$ cat src/rtl/cic_chan_sched_pkg.sv
// Shared definitions for the CIC channel scheduler: channel-index sizing,
// scheduler state encoding and the flattened-bus slice helper.
package cic_chan_sched_pkg;

  localparam int CIC_MAX_CHANNELS = 16;
  localparam int CH_IDX_WIDTH     = 4;

  typedef enum logic {
    IDLE = 1'b0,
    HOLD = 1'b1
  } sched_state_t;

  // Bit offset of channel n inside a flattened bus of w-bit samples.
  function automatic int slice_off(input int n, input int w);
    return n * w;
  endfunction

endpackage

$ cat src/rtl/cic_chan_sched_arb.sv
// Combinational round-robin arbiter: rotate by ptr, pick the lowest set bit,
// rotate the winning index back into absolute channel numbering.
module cic_rr_arbiter
  import cic_chan_sched_pkg::*;
#(
  parameter int NUM_CH = CIC_MAX_CHANNELS
) (
  input  logic [NUM_CH-1:0]       elig,
  input  logic [CH_IDX_WIDTH-1:0] ptr,
  output logic [NUM_CH-1:0]       gnt,
  output logic [CH_IDX_WIDTH-1:0] idx,
  output logic                    any
);

  logic [NUM_CH-1:0]       rot;
  logic [CH_IDX_WIDTH-1:0] enc;

  always_comb begin
    rot = '0;
    for (int i = 0; i < NUM_CH; i++) begin
      rot[i] = elig[(i + int'(ptr)) % NUM_CH];
    end

    // Descending scan so the lowest rotated position (closest to ptr) wins.
    any = 1'b0;
    enc = '0;
    for (int i = NUM_CH - 1; i >= 0; i--) begin
      if (rot[i]) begin
        any = 1'b1;
        enc = CH_IDX_WIDTH'(i);
      end
    end

    idx = CH_IDX_WIDTH'((int'(enc) + int'(ptr)) % NUM_CH);
    gnt = '0;
    if (any) gnt[idx] = 1'b1;
  end

endmodule

$ cat src/rtl/cic_chan_sched.sv
// Round-robin scheduler serialising per-channel samples into the CIC chain,
// with per-channel decimation phase tracking for the comb sections.
module cic_chan_sched #(
  parameter int MIDDLE_WIDTH          = 37,
  parameter int CIC_MAX_CHANNELS      = 16,
  parameter int CIC_CONFIG_DATA_WIDTH = 16
) (
  input  logic                                     CLK,
  input  logic                                     nRST,
  input  logic                                     Cfg_Load,
  input  logic [CIC_MAX_CHANNELS-1:0]              Chan_Mask,
  input  logic [CIC_CONFIG_DATA_WIDTH-1:0]         Dec_Ratio,
  input  logic [CIC_MAX_CHANNELS-1:0]              Req_Valid,
  input  logic [CIC_MAX_CHANNELS*MIDDLE_WIDTH-1:0] Req_Data,
  output logic [CIC_MAX_CHANNELS-1:0]              Req_Ack,
  input  logic                                     Out_Ready,
  output logic signed [MIDDLE_WIDTH-1:0]           Data_Out,
  output logic                                     Data_Out_Valid,
  output logic [3:0]                               Data_Out_ChIdx,
  output logic                                     Data_Out_Dec
);

  import cic_chan_sched_pkg::*;

  localparam int CW = CIC_CONFIG_DATA_WIDTH;

  logic [CIC_MAX_CHANNELS-1:0]   mask_r;
  logic [CW-1:0]                 ratio_r;
  logic [CH_IDX_WIDTH-1:0]       ptr_r;
  logic [CW-1:0]                 cnt_r [CIC_MAX_CHANNELS];
  sched_state_t                  state_q, state_d;

  logic [CIC_MAX_CHANNELS-1:0]   elig, gnt;
  logic [CH_IDX_WIDTH-1:0]       gnt_idx, ptr_nxt;
  logic                          gnt_any, issue, dec_now;
  logic signed [MIDDLE_WIDTH-1:0] sel_data;

  logic signed [MIDDLE_WIDTH-1:0] data_p1;
  logic [CH_IDX_WIDTH-1:0]        chidx_p1;
  logic                           dec_p1;
  logic [CIC_MAX_CHANNELS-1:0]    ack_p1;
  logic                           vld_p1;

  // A channel acked this cycle still shows its old request; mask it out.
  assign elig = Req_Valid & mask_r & ~ack_p1;

  cic_rr_arbiter #(
    .NUM_CH (CIC_MAX_CHANNELS)
  ) u_arb (
    .elig (elig),
    .ptr  (ptr_r),
    .gnt  (gnt),
    .idx  (gnt_idx),
    .any  (gnt_any)
  );

  always_comb begin
    sel_data = Req_Data[slice_off(int'(gnt_idx), MIDDLE_WIDTH) +: MIDDLE_WIDTH];
    dec_now  = (cnt_r[gnt_idx] == ratio_r - CW'(1));
    ptr_nxt  = (gnt_idx == CH_IDX_WIDTH'(CIC_MAX_CHANNELS - 1)) ? '0 : gnt_idx + CH_IDX_WIDTH'(1);
  end

  always_comb begin
    state_d = state_q;
    issue   = 1'b0;
    unique case (state_q)
      IDLE: begin
        if (gnt_any && !Cfg_Load) begin
          issue   = 1'b1;
          state_d = HOLD;
        end
      end
      HOLD: begin
        if (Out_Ready) begin
          if (gnt_any && !Cfg_Load) issue   = 1'b1;
          else                      state_d = IDLE;
        end
      end
      default: state_d = IDLE;
    endcase
    if (Cfg_Load) state_d = IDLE;
  end

  // ---- stage p1: output register, config and per-channel phase ----
  always_ff @(posedge CLK or negedge nRST) begin
    if (!nRST) begin
      state_q  <= IDLE;
      mask_r   <= '0;
      ratio_r  <= CW'(1);
      ptr_r    <= '0;
      ack_p1   <= '0;
      data_p1  <= '0;
      chidx_p1 <= '0;
      dec_p1   <= 1'b0;
      for (int i = 0; i < CIC_MAX_CHANNELS; i++) cnt_r[i] <= '0;
    end else begin
      state_q <= state_d;
      ack_p1  <= '0;
      if (Cfg_Load) begin
        mask_r  <= Chan_Mask;
        ratio_r <= (Dec_Ratio == '0) ? CW'(1) : Dec_Ratio;
        ptr_r   <= '0;
        dec_p1  <= 1'b0;
        for (int i = 0; i < CIC_MAX_CHANNELS; i++) cnt_r[i] <= '0;
      end else if (issue) begin
        ack_p1   <= gnt;
        data_p1  <= sel_data;
        chidx_p1 <= gnt_idx;
        dec_p1   <= dec_now;
        cnt_r[gnt_idx] <= dec_now ? '0 : cnt_r[gnt_idx] + CW'(1);
        ptr_r    <= ptr_nxt;
      end
    end
  end

  // The output register holds a sample exactly when the FSM is in HOLD.
  assign vld_p1         = (state_q == HOLD);
  assign Data_Out       = data_p1;
  assign Data_Out_Valid = vld_p1;
  assign Data_Out_ChIdx = chidx_p1;
  assign Data_Out_Dec   = dec_p1;
  assign Req_Ack        = ack_p1;

endmodule

$ cat config.mk
export PLATFORM = sky130hd
export DESIGN_NAME = cic_chan_sched
export DESIGN_NICKNAME = d
export VERILOG_FILES = /design/src/rtl/cic_chan_sched_pkg.sv /design/src/rtl/cic_chan_sched_arb.sv /design/src/rtl/cic_chan_sched.sv
export SDC_FILE = /design/constraint.sdc
export NUM_CORES = 1
export LEC_CHECK = 0
export BUFFER_PORTS_ARGS = -buffer_cell sky130_fd_sc_hd__buf_2
export CORE_AREA = 5 5 270 272
export DETAILED_ROUTE_END_ITERATION = 16
export DIE_AREA = 0 0 275 277
export GPL_TIMING_DRIVEN = 0
export HOLD_SLACK_MARGIN = 0.06
export PLACE_DENSITY_LB_ADDON = 0.12
export SKIP_CTS_REPAIR_TIMING = 1
export SLEW_MARGIN = 30
export SYNTH_ARGS = -nofsm -noshare
export SYNTH_HDL_FRONTEND = slang
export SYNTH_SLANG_ARGS = --single-unit
$ cat constraint.sdc
create_clock -name CLK -period 15.3 [get_ports CLK]
set_input_delay 2.295 -clock CLK [delete_from_list [all_inputs] [get_ports CLK]]
set_output_delay 2.295 -clock CLK [all_outputs]
set_load 0.01 [all_outputs]
=== Word level (Yosys, flattened, before mapping) ===
Cells that the tools add are included.

* Add/sub/neg operators: 19
* $mul: 1
* Magnitude comparators: 20
* Equal/unequal tests: 2
* Shifts and indexed selects: 1
* Muxes and demuxes: 105
* Bitwise gates (word level): 21
* Reductions and logical operators: 22

{| class="wikitable"
|+ Operators by type and width
! kind !! count
|-
| 592-bit by 11-bit variable part select with 37-bit output || 1
|-
| 256-bit two-way mux || 2
|-
| 256-bit bitwise mux || 1
|-
| 16-bit two-way mux || 8
|-
| 5-bit by 6-bit < comparator with 1-bit output, second input constant || 15
|-
| 4-bit two-way mux || 19
|-
| 1-bit binary-select mux with 4-bit select || 16
|-
| 16-bit binary-select mux with 4-bit select || 1
|-
| 16-bit demux with 4-bit select || 1
|-
| 4-bit OR reduction || 15
|-
| 1-bit two-way mux || 54
|-
| 4-bit adder, first input constant || 8
|-
| 16-bit bitwise AND || 2
|-
| 16-bit by 1-bit adder with 16-bit output, second input constant || 1
|-
| 3-bit by 4-bit adder with 4-bit output, first input constant || 4
|-
| 16-bit equality test || 1
|-
| 16-bit logical NOT || 1
|-
| 16-bit inverter || 1
|-
| 16-bit by 1-bit subtractor with 16-bit output, second input constant || 1
|-
| 1-bit bitwise AND, first input constant || 15
|-
| 4-bit by 5-bit < comparator with 1-bit output, second input constant || 2
|-
| 4-bit by 6-bit multiplier with 10-bit output, second input constant || 1
|-
| 2-bit by 4-bit adder with 4-bit output, first input constant || 2
|-
| 5-bit greater-or-equal comparator, second input constant || 1
|-
| 14 further kinds || 18
|}

* Flip-flop bits (word level): 351
* Output and inout port bits: 59

=== Longest topological paths before layout ===
* Depth in word-level cells: 32
* Depth in mapped cells: 34

=== Modules after synthesis ===
From an unflattened synthesis, not the netlist that was laid out.

* Cells, all modules: 1793
* Area, all modules: 22684.3 um2

{| class="wikitable"
|+ Modules (own cells, without submodules)
! module !! times used !! cells each !! area an instance (um2) !! sequential area each (um2)
|-
| cic_chan_sched || 1 || 1621 || 20928.8 || 8784.7
|-
| cic_rr_arbiter || 1 || 172 || 1755.4 || 0.0
|}

=== Least setup slack after synthesis ===
Ideal clock, no wire load.

* Kind: input port to flip-flop
* Start: input Req_Valid[1]
* End: register cnt_r[174] (netlist bit)
* Setup time: 0.135 ns
* Arrival: 8.693 ns
* Setup slack: 6.472 ns
* Stages: 30
* Buffers on the path: 6
* Path through: nand3b_1 > mux4_2 > mux4_2 > o41ai_1 > a21oi_1 > o21ai_0 > a21boi_0 > o21ai_0 > a21boi_0 > o21ai_0 > ha_1 > fa_1 > clkbuf_1 > clkbuf_1 > clkbuf_1 > buf_2 > mux4_2 > nand2_1 > nand2_1 > nor2_1 > a31oi_1 > clkbuf_1 > ha_1 > nand3_1 > mux2i_1 > o22ai_1 > nand2b_1 > mux2i_1 > buf_4 > o41ai_1

* Longest elaborated chain between the ends: 31
* Elaborated cells on any way between the ends: 102

{| class="wikitable"
|+ RTL lines
! element !! line !! RTL
|-
| start: declaration || cic_chan_sched.sv:13 || <nowiki>input logic [CIC_MAX_CHANNELS-1:0] Req_Valid,</nowiki>
|-
| 16-bit bitwise AND * (2 in series) || cic_chan_sched.sv:45 || <nowiki>assign elig = Req_Valid & mask_r & ~ack_p1;</nowiki>
|-
| 1-bit binary-select mux with 4-bit select || cic_chan_sched_arb.sv:21 || <nowiki>rot[i] = elig[(i + int'(ptr)) % NUM_CH];</nowiki>
|-
| 1-bit two-way mux (not written as such) (2 in series) || cic_chan_sched_arb.sv:21 ||
|-
| 4-bit two-way mux (15 in series) || cic_chan_sched_arb.sv:28 || <nowiki>if (rot[i]) begin</nowiki>
|-
| 4-bit two-way mux * || cic_chan_sched_arb.sv:28 ||
|-
| 4-bit adder * || cic_chan_sched_arb.sv:34 || <nowiki>idx = CH_IDX_WIDTH'((int'(enc) + int'(ptr)) % NUM_CH);</nowiki>
|-
| net gnt_idx[1] || cic_chan_sched.sv:34 || <nowiki>logic [CH_IDX_WIDTH-1:0] gnt_idx, ptr_nxt;</nowiki>
|-
| 4-bit inverter with 5-bit output * || cic_chan_sched.sv:59, cic_chan_sched.sv:110 ||
|-
| 16-bit binary-select mux with 4-bit select || cic_chan_sched.sv:59, cic_chan_sched.sv:110 ||
|-
| 16-bit two-way mux (not written as such) (2 in series) || cic_chan_sched.sv:59, cic_chan_sched.sv:110 ||
|-
| 16-bit by 1-bit adder with 16-bit output / 16-bit equality test (equally long branches) || cic_chan_sched.sv:110, cic_chan_sched.sv:59 ||
|-
| 16-bit two-way mux || cic_chan_sched.sv:110 || <nowiki>cnt_r[gnt_idx] <= dec_now ? '0 : cnt_r[gnt_idx] + CW'(1);</nowiki>
|-
| 256-bit bitwise mux * || cic_chan_sched.sv:110 ||
|-
| 256-bit two-way mux * || cic_chan_sched.sv:105 || <nowiki>end else if (issue) begin</nowiki>
|-
| 256-bit two-way mux * || cic_chan_sched.sv:99 || <nowiki>if (Cfg_Load) begin</nowiki>
|-
| end signal: indexed assignment || cic_chan_sched.sv:110 ||
|-
| end: declaration || cic_chan_sched.sv:30 || <nowiki>logic [CW-1:0] cnt_r [CIC_MAX_CHANNELS];</nowiki>
|}

The timed path passes the listed nets; every way through them passes the cells marked *. The select of a mux whose other input is x is not followed.
A chain may end at the register's enable or synchronous reset.

=== Final worst setup path ===
* Start: input Req_Valid[15]
* End: register cnt_r[56] (netlist bit)

The elaborated chain is that of the path after synthesis.

==> out/results.txt <==
Status -> finished clean
Die Y -> 277 um
RSZ-0062 raised after global routing -> false
CTS buffer count -> 44
Total track usage -> 38.3%
Post-Syn Nets -> 2,646
GP Congestion -> 1.02
First-pass GRT wire length -> 201 mm
Cell variety after synth -> 71
Post-synth ARST share -> 100%
Synth Flop Type -> dfrtp_1
Fmax -> 80.6 MHz
Clk pin slew, worst setup/hold paths -> 0.06 ns
TritonCTS clock tree -> yes
Worst-skew pair later-pin latency -> 0.59 ns
FF+latch area -> 0.00878 mm2
Nets -> 3,399
#FFs+latches synth -> 351
Hpwl dp -> 125 mm
Post-Synthesis Cells -> 1,985
Commonest non-fill, non-tap cells in the layout -> buf_2 (743), dfrtp_1 (350), mux4_2 (292)
Crit path launch type -> input port
Post-synth EDFFs -> 0
First-pass DRT Iterations -> 7
Vias in the first global route -> 23,900
Crit-path slowest cell -> a31oi_1
Crit Path Max Fanout -> 10
Leading area contributor after synthesis -> dfrtp_1
Setup CP Type -> in2reg
Crit path required time -> 15.80 ns
Footprint of the multi-input gates -> 0.0145 mm2
Die Wd -> 275 um
Area of the die -> 0.0762 mm2
Initial Util -> 34.6%
Min Tclk post-route -> 12.41 ns
H-tree depth -> 2
Layout fillers -> 6,798
Drc violations -> 0
Clock root buffer -> clkbuf_16
Worst-Margin Slew -> 1.07 ns
Core area -> 0.0705 mm2
Drt initial violations -> 2,397
WP data arrival -> 12.92 ns
Antenna violations before repair -> 59
Synth Cell Area -> 0.0244 mm2
Slew Viols, Final -> 0
WL per Instance -> 40.0 um
Post-synth top area share -> 35.9%
CTS Sinks -> 351
Final Hold Fails -> 0
Fraction of layout instances using a drive strength above 1 -> 45.9%
Total Routed Length -> 150 mm
PortBufs -> 701
Worst clock skew -> 0.0224 ns
Tcrit/Tclk final -> 81.1%
Setup total negative slack -> 0 ns
I/O pins -> 703
Max transition margin -> 28.1%
Synth area leaders -> dfrtp_1 (36%), mux4_2 (27%), nand3b_1 (7.9%)
YS warnings -> 0
Crit-path max cell delay -> 0.80 ns
P&R area growth vs syn -> 26.8%
Vias per cell -> 6.23
Vias -> 23,400
Syn avg cell area -> 12.3 um2
Pin count of the biggest net entering global routing -> 80
Detail Route Antenna Nets -> 0
Maxcap violations -> 0
Longest Clk Path Bufs -> 3
Overflow after GRT -> 0
Hold crit path type -> reg2reg
Seq/Total Area, Yosys -> 36.0%
Most common cell after layout, fill and taps aside -> buf_2
Standard-cell rows -> 98
Setup violators final -> 0
Crit path capture type -> flop
-- Yosys cell counts (all sizes together) (34+ instances only) --
cell type and n:
a21oi 39, nand3b 258, o21ai 110, xnor2 38, nand2 132, o41ai 34
mux2 73, mux4 292, mux2i 41, o31ai 148, clkbuf 113, buf 85
inv 41, dfrtp 350
-- metal layers --
layer	share of wire (%)	wire length, um	up-vias	track usage [%]
met5	0.14	215	-	0
met4	9.4	14000	36	26.6
met3	10	15400	387	11.5
met2	45	67100	1481	59.1
met1	36	53300	12100	45.8
li1	-	-	9411	-
-- worst max-delay path: cells and delay by family --
kind	cells	cell delay [ns]
AOI/OAI and AO/OA	10	2.48
xor gates and xnor gates	1	0.61
adders and majority gates	3	1.06
buffers and inverters	7	3.71
muxes	4	1.69
and+or+nand+nor	6	1.00
-- registers in the layout, indices dropped and copies added (netlist names) --
signal,count
Data_Out,37
Data_Out_ChIdx,4
Data_Out_Dec,1
Data_Out_Valid,1
Req_Ack,16
cnt_r,256
mask_r,16
ptr_r,4
ratio_r,16
-- cell families (layout without fill, tap and decap cells) --
family	count (synthesis)	in the layout	share of synthesized area, %
other cells	0	33	0
buf+inv	240	1023	4.93
simple gates	551	551	14.2
flops	351	351	36.0
mux	406	406	32.0
compound gates	361	361	9.87
fa+ha+maj	17	17	0.902
xor+xnor	59	59	2.15
-- cell type report --
class	count	share of cell area [%]
antenna	33	0.267
buffer	198	3.39
clock buffer	65	4.34
clock inverter	11	0.634
inverter	42	0.542
multi-input combinational	1394	46.8
sequential	351	28.4
tap	950	3.84
timing repair buffer	707	11.8
-- worst paths after layout --
check	from	to	slack (ns)	depth (start not counted)
max	Req_Valid[15]	cnt_r[56]$_DFFE_PN0P_	2.89	31
min	Data_Out[30]$_DFFE_PN0P_	Data_Out[30]$_DFFE_PN0P_	0.50	1
max reg2reg	ptr_r[0]$_DFFE_PN0P_	cnt_r[56]$_DFFE_PN0P_	3.39	34
min reg2reg	Data_Out[30]$_DFFE_PN0P_	Data_Out[30]$_DFFE_PN0P_	0.50	1
max in group asynchronous	nRST	Data_Out[1]$_DFFE_PN0P_	12.44	3
min in group asynchronous	nRST	ratio_r[3]$_DFFE_PN0P_	1.65	1
-- metrics by stage --
stage | utilization, % | cell area, um2 | worst slack [ns] | cells | hold slack, ns
finish | 43.9 | 31000 | 2.89 | 3751 | 0.504
global route | 43.8 | 30900 | 2.57 | 3730 | 0.516
CTS | 43.7 | 30800 | 3.26 | 3717 | 0.506
detailed placement | 41.5 | 29300 | 2.69 | 3641 | 0.491
global placement | 41.3 | 29100 | 2.07 | 3636 | 0.485
floorplan | - | 24400 | 6.47 | 1985 | 0.468
Power is left out: the tool's default activity adds up to more than one toggle a clock period on the data nets, which glitch-free logic cannot reach.
